### src/rtl/decode_pkg.sv
// decode_pkg: RV32I opcodes, format enum and the decoded bundle shared by the decode stage.
package decode_pkg;
    localparam int DEC_XLEN = 32;
    localparam int DEC_AW   = 5;
    localparam logic [6:0] OP       = 7'b0110011;
    localparam logic [6:0] OP_IMM   = 7'b0010011;
    localparam logic [6:0] LOAD     = 7'b0000011;
    localparam logic [6:0] STORE    = 7'b0100011;
    localparam logic [6:0] BRANCH   = 7'b1100011;
    localparam logic [6:0] JAL      = 7'b1101111;
    localparam logic [6:0] JALR     = 7'b1100111;
    localparam logic [6:0] LUI      = 7'b0110111;
    localparam logic [6:0] AUIPC    = 7'b0010111;
    localparam logic [6:0] SYSTEM   = 7'b1110011;
    localparam logic [6:0] MISC_MEM = 7'b0001111;
    typedef enum logic [2:0] {FMT_R, FMT_I, FMT_S, FMT_B, FMT_U, FMT_J} fmt_e;
    typedef struct packed {
        logic [6:0]          opcode;
        logic [2:0]          funct3;
        logic [6:0]          funct7;
        logic [DEC_AW-1:0]   rs1;
        logic [DEC_AW-1:0]   rs2;
        logic [DEC_AW-1:0]   rd;
        logic [DEC_XLEN-1:0] imm;
        fmt_e                fmt;
        logic                rs1_used;
        logic                rs2_used;
        logic                rd_we;
        logic                illegal;
    } decoded_t;
endpackage

### src/rtl/decode_comb.sv
// decode_comb: pure combinational RV32I field extraction, format classification and illegal check.
module decode_comb
    import decode_pkg::*;
(
    input  logic [31:0] i_insn,
    output decoded_t    o_dec
);
    logic [6:0]  w_f7;
    logic [2:0]  w_f3;
    logic [31:0] w_imm;
    fmt_e        w_fmt;
    logic        w_bad;
    assign w_f7 = i_insn[31:25];
    assign w_f3 = i_insn[14:12];
    always_comb begin
        w_fmt = FMT_R;
        w_bad = 1'b0;
        case (i_insn[6:0])
            OP:               w_bad = !(w_f7 == 7'h00 || (w_f7 == 7'h20 && (w_f3 == 3'b000 || w_f3 == 3'b101)));
            OP_IMM: begin
                w_fmt = FMT_I;
                w_bad = (w_f3 == 3'b001 && w_f7 != 7'h00) || (w_f3 == 3'b101 && w_f7 != 7'h00 && w_f7 != 7'h20);
            end
            LOAD: begin
                w_fmt = FMT_I;
                w_bad = w_f3 == 3'b011 || w_f3[2:1] == 2'b11;
            end
            JALR: begin
                w_fmt = FMT_I;
                w_bad = w_f3 != 3'b000;
            end
            SYSTEM, MISC_MEM: w_fmt = FMT_I;
            STORE: begin
                w_fmt = FMT_S;
                w_bad = w_f3 >= 3'b011;
            end
            BRANCH: begin
                w_fmt = FMT_B;
                w_bad = w_f3[2:1] == 2'b01;
            end
            LUI, AUIPC:       w_fmt = FMT_U;
            JAL:              w_fmt = FMT_J;
            default:          w_bad = 1'b1;
        endcase
    end
    // Unknown opcodes classify as R, so they also carry a zero immediate.
    assign w_imm = (w_fmt == FMT_I) ? {{20{i_insn[31]}}, i_insn[31:20]} :
                   (w_fmt == FMT_S) ? {{20{i_insn[31]}}, i_insn[31:25], i_insn[11:7]} :
                   (w_fmt == FMT_B) ? {{19{i_insn[31]}}, i_insn[31], i_insn[7], i_insn[30:25], i_insn[11:8], 1'b0} :
                   (w_fmt == FMT_U) ? {i_insn[31:12], 12'b0} :
                   (w_fmt == FMT_J) ? {{11{i_insn[31]}}, i_insn[31], i_insn[19:12], i_insn[20], i_insn[30:21], 1'b0} :
                   32'b0;
    assign o_dec = '{
        opcode:   i_insn[6:0],
        funct3:   w_f3,
        funct7:   w_f7,
        rs1:      i_insn[19:15],
        rs2:      i_insn[24:20],
        rd:       i_insn[11:7],
        imm:      w_imm,
        fmt:      w_fmt,
        rs1_used: !w_bad && (w_fmt inside {FMT_R, FMT_I, FMT_S, FMT_B}),
        rs2_used: !w_bad && (w_fmt inside {FMT_R, FMT_S, FMT_B}),
        rd_we:    !w_bad && i_insn[11:7] != 5'd0 && (w_fmt inside {FMT_R, FMT_I, FMT_U, FMT_J}),
        illegal:  w_bad
    };
endmodule

### src/rtl/decode_stage.sv
// decode_stage: registered RV32I decode with a valid/ready handshake and a 2-entry skid buffer.
module decode_stage
    import decode_pkg::*;
#(
    parameter int INSN_WIDTH = 32,
    parameter int XLEN       = 32,
    parameter int PC_WIDTH   = 32,
    parameter int ADDR_WIDTH = 5
) (
    input  logic                  clk,
    input  logic                  rst_n,
    input  logic                  flush_i,
    input  logic                  in_valid,
    output logic                  in_ready,
    input  logic [INSN_WIDTH-1:0] in_insn,
    input  logic [PC_WIDTH-1:0]   in_pc,
    output logic                  out_valid,
    input  logic                  out_ready,
    output logic [PC_WIDTH-1:0]   out_pc,
    output logic [6:0]            out_opcode,
    output logic [2:0]            out_funct3,
    output logic [6:0]            out_funct7,
    output logic [ADDR_WIDTH-1:0] out_rs1,
    output logic [ADDR_WIDTH-1:0] out_rs2,
    output logic [ADDR_WIDTH-1:0] out_rd,
    output logic [XLEN-1:0]       out_imm,
    output logic [2:0]            out_fmt,
    output logic                  out_rs1_used,
    output logic                  out_rs2_used,
    output logic                  out_rd_we,
    output logic                  out_illegal
);
    decoded_t              w_dec;
    decoded_t              r_main;
    decoded_t              r_skid;
    logic [PC_WIDTH-1:0]   r_main_pc;
    logic [PC_WIDTH-1:0]   r_skid_pc;
    logic                  r_main_valid;
    logic                  r_skid_valid;
    logic                  w_acc;
    logic                  w_adv;
    decode_comb u_decode_comb (
        .i_insn (in_insn),
        .o_dec  (w_dec)
    );
    assign in_ready = !r_skid_valid;
    assign w_acc    = in_valid && in_ready;
    assign w_adv    = !r_main_valid || out_ready;
    // Skid only fills while main is held, and in_ready is low whenever it is full,
    // so a draining skid never competes with a new input.
    always_ff @(posedge clk or negedge rst_n) begin
        if (!rst_n) begin
            r_main       <= '0;
            r_skid       <= '0;
            r_main_pc    <= '0;
            r_skid_pc    <= '0;
            r_main_valid <= 1'b0;
            r_skid_valid <= 1'b0;
        end else if (flush_i) begin
            r_main_valid <= 1'b0;
            r_skid_valid <= 1'b0;
        end else if (w_adv) begin
            if (r_skid_valid) begin
                r_main       <= r_skid;
                r_main_pc    <= r_skid_pc;
                r_main_valid <= 1'b1;
                r_skid_valid <= 1'b0;
            end else begin
                r_main_valid <= w_acc;
                if (w_acc) begin
                    r_main    <= w_dec;
                    r_main_pc <= in_pc;
                end
            end
        end else if (w_acc) begin
            r_skid       <= w_dec;
            r_skid_pc    <= in_pc;
            r_skid_valid <= 1'b1;
        end
    end
    assign out_valid    = r_main_valid;
    assign out_pc       = r_main_pc;
    assign out_opcode   = r_main.opcode;
    assign out_funct3   = r_main.funct3;
    assign out_funct7   = r_main.funct7;
    assign out_rs1      = r_main.rs1;
    assign out_rs2      = r_main.rs2;
    assign out_rd       = r_main.rd;
    assign out_imm      = r_main.imm;
    assign out_fmt      = r_main.fmt;
    assign out_rs1_used = r_main.rs1_used;
    assign out_rs2_used = r_main.rs2_used;
    assign out_rd_we    = r_main.rd_we;
    assign out_illegal  = r_main.illegal;
endmodule
### config.mk
export PLATFORM = sky130hd
export DESIGN_NAME = decode_stage
export DESIGN_NICKNAME = d
export VERILOG_FILES = /design/src/rtl/decode_pkg.sv /design/src/rtl/decode_comb.sv /design/src/rtl/decode_stage.sv
export SDC_FILE = /design/constraint.sdc
export NUM_CORES = 1
export LEC_CHECK = 0
export CORE_MARGIN = 5
export CORE_UTILIZATION = 56
export CTS_CLUSTER_SIZE = 12
export DETAILED_ROUTE_END_ITERATION = 10
export MAX_ROUTING_LAYER = met4
export PLACE_DENSITY = 0.94
export SLEW_MARGIN = 20
export SYNTH_ARGS = -nofsm -noshare
export SYNTH_HDL_FRONTEND = slang
export SYNTH_SLANG_ARGS = --single-unit
export TNS_END_PERCENT = 20
### constraint.sdc
create_clock -name clk -period 3.4 [get_ports clk]
set_input_delay 0.68 -clock clk [delete_from_list [all_inputs] [get_ports clk]]
set_output_delay 0.68 -clock clk [all_outputs]
set_load 0.01 [all_outputs]
==> results.cfg <==
[synthesis]
synth-seq-cells = 208
synth_top_cell_by_area = dfrtp_1
syn_inst = 972
synth_edf_count = 0
yosys-top-cells-area = dfrtp_1, nand2_1, mux2i_1
syn_avg_cell_area_um2 = 9.482
synth_area_um2 = 9216
async_flop_share_pct = 100.0
ys.flop_type = dfrtp_1
yosysTopAreaCellShare_pct = 56.48
ys_warn_count = 0
synth-seq-area-share_pct = 56.48
ys_types = 47
syn-num-nets = 1041

[sta]
period_share_pct = 82.10
tightest_slew_ns = 0.9768
grt_setup_unrepaired = false
fin_skew_ns = 0.005666
fin_hold_ws_ns = 0.07183
hold_violations = 0
maxSlewHeadroom_pct = 34.59
min_period_ns = 2.791
finalSetupViolations = 0
fmax_mhz = 358.2
fin_setup_tns_ns = 0
slew_viol_final = 0

[floorplanning]
rows = 47
fp.dieW_um = 138.3
boundaryPins = 174
die_h_um = 138.3
dieArea_um2 = 19120
design.core.area_um2 = 16350
start_util_pct = 56.38

[cells_and_area]
layoutNonFillerInstCount = 1354
nets = 1193
antenna_cells = 0
drive_gt1_share_pct = 6.261
synthToLayoutAreaGrowth_pct = 29.45
post-route-util_pct = 72.98

[setup_path]
cpLargestDelayFamily = buffers and inverters
crit_chain = clkdlybuf4s50_1, nor3b_1, o21ai_0, a21oi_1, buf_4, o211a_1, a211o_1
critPathCaptureType = register
crit_required_ns = 3.83
setup.worst_path.class = in2reg
critPathBufInv = 2
slowest_delay_ns = 0.88
cp_slowest_cell = clkdlybuf4s50_1
path_max_fanout = 17
critPathLaunchType = input pin
cp.arrival_ns = 3.22

[cts]
cts_buffers = 22
ctsLongestPathBuffers = 3
ctsRootBufferMaster = clkbuf_16
cts.repair.resized = 0
cts_setup_buffers = 0
clk_latency_ns = 0.50
htreeDepth = 1
cts.sinks = 208
cts_tree = built
holdBufCountCts = 0
path_clk_slew_ns = 0.06

[global_route]
grt_overflow = 0
antenna_found_initial = 0
grt_max_degree = 98
grt_use_total_pct = 28.13
grt_pass1_vias = 8335
grt_pass1_wl_um = 43610

[route]
ant_nets = 0
viasPerCell = 6.092
drcViolationCount = 0
detail_route.wl_per_cell_um = 19.71
first_iter_violations = 905
detail_route.wirelength_um = 26690
drt_first_pass_iters = 6
vias = 8249

[place]
numPortBuffers = 173
place_congestion = 0.8720
dp_cells = 1320
dp_hpwl_um = 17170

[pwr]
cellLeakagePower_nw = 5.415
p_per_area_nw_per_um2 = 559.7
ir_worst_vdd_mv = 0.3728

[run]
drv_cap = 0

[hold_path]
min_path_type = in2async

[outcome]
outcome = complete, no violations
## report_power, final
part	switching (mW)	total (mW)	internal, mW	leakage (nW)
Combinational	0.631	1.24	0.611	2.44
Sequential	0.240	3.12	2.88	2.64
Clock	0.930	2.31	1.38	0.336
## cell families (layout without fill, tap and decap cells)
kind of cell,after synthesis,count (layout),share of synthesized area (%)
muxes,68,68,7.399
buffers and inverters,79,241,3.312
and+or+nand+nor,382,382,17.24
DFF,208,208,56.48
xor gates and xnor gates,2,2,0.1901
AOI/OAI and AO/OA,233,233,15.38
## cell usage after synthesis, types with 2 or more instances
master	number
a211o_1	13
a21oi_1	56
a221o_1	7
a22o_1	11
a22oi_1	4
a31oi_1	13
and2_1	3
and3_1	17
buf_1	8
buf_2	7
clkbuf_1	60
dfrtp_1	208
inv_1	4
mux2i_1	67
nand2_1	280
nand2b_1	4
nand3_1	6
nor2_1	46
nor2b_1	2
nor3_1	3
o2111ai_1	6
o211a_1	2
o211ai_1	3
o21a_1	4
o21ai_0	98
o31ai_1	7
or3_1	8
or4_1	5
xor2_1	2
## metal layers
layer,track usage (%),share of wire [%],vias to the layer above
met5,-,0,-
met4,10.50,4.1,0
met3,4.351,7.6,112
met2,46.22,50,506
met1,35.60,38,3992
li1,-,-,3639
## sequential cells by signal, summed over array words and instances, names as in the netlist, 3 cells and up
register    count
out_fmt         3
out_funct3      3
out_funct7      7
out_imm        32
out_opcode      7
out_pc         32
out_rd          5
out_rs1         5
out_rs2         5
r_skid         71
r_skid_pc      32
## cells in the final DEF, fill, tap and decap left out, types with 13 or more instances in the layout
cell type / netlist / final
a211o_1: 13 / 13
a21oi_1: 56 / 56
a31oi_1: 13 / 13
and3_1: 17 / 16
buf_4: 0 / 26
clkbuf_16: 0 / 23
clkdlybuf4s50_1: 0 / 172
dfrtp_1: 208 / 207
mux2i_1: 67 / 67
nand2_1: 280 / 280
nor2_1: 46 / 46
o21ai_0: 98 / 98
## worst reg2reg max path: cells and delay by family, from the launching register on
kind | cells | cell delay [ns]
AND/OR/NAND/NOR | 2 | 0.76
flip-flops | 1 | 0.44
buffers and inverters | 1 | 0.39
AO/OA/AOI/OAI | 1 | 0.35
## metrics by stage
step | power, mW | setup slack (ns) | instance area (µm²)
2_1_floorplan | 3.649 | 0.9375 | 9216
3_3_place_gp | 4.294 | 0.3218 | 11250
3_5_place_dp | 4.371 | 0.2628 | 11250
4_1_cts | 6.691 | 0.7543 | 11930
5_1_grt | 6.961 | 0.4360 | 11930
6_report | 6.677 | 0.6086 | 11930
## final timing paths
kind	slack, ns	depth (start not counted)	end	from
max	0.61	7	out_imm[16]$_DFFE_PN0P_	in_insn[3]
min	0.07	1	r_skid[52]$_DFFE_PN0P_	rst_n
max reg2reg	1.34	4	out_imm[16]$_DFFE_PN0P_	r_skid_valid$_DFFE_PN0P_
min reg2reg	0.47	2	out_pc[28]$_DFFE_PN0P_	out_pc[28]$_DFFE_PN0P_
max in group asynchronous	2.55	2	r_skid_valid$_DFFE_PN0P_	rst_n
min in group clk	0.47	2	out_pc[28]$_DFFE_PN0P_	out_pc[28]$_DFFE_PN0P_
## final cells by class
cell class                 instances  area [µm²]
sequential                       208        5209
fill                            1105        4418
multi-input combinational        685        3736
timing repair buffer             203        2011
clock buffer                      32       649.4
tap                              220       275.3
clock inverter                     2       35.03
inverter                           4       15.01
Power figures use the tool's default switching activity.
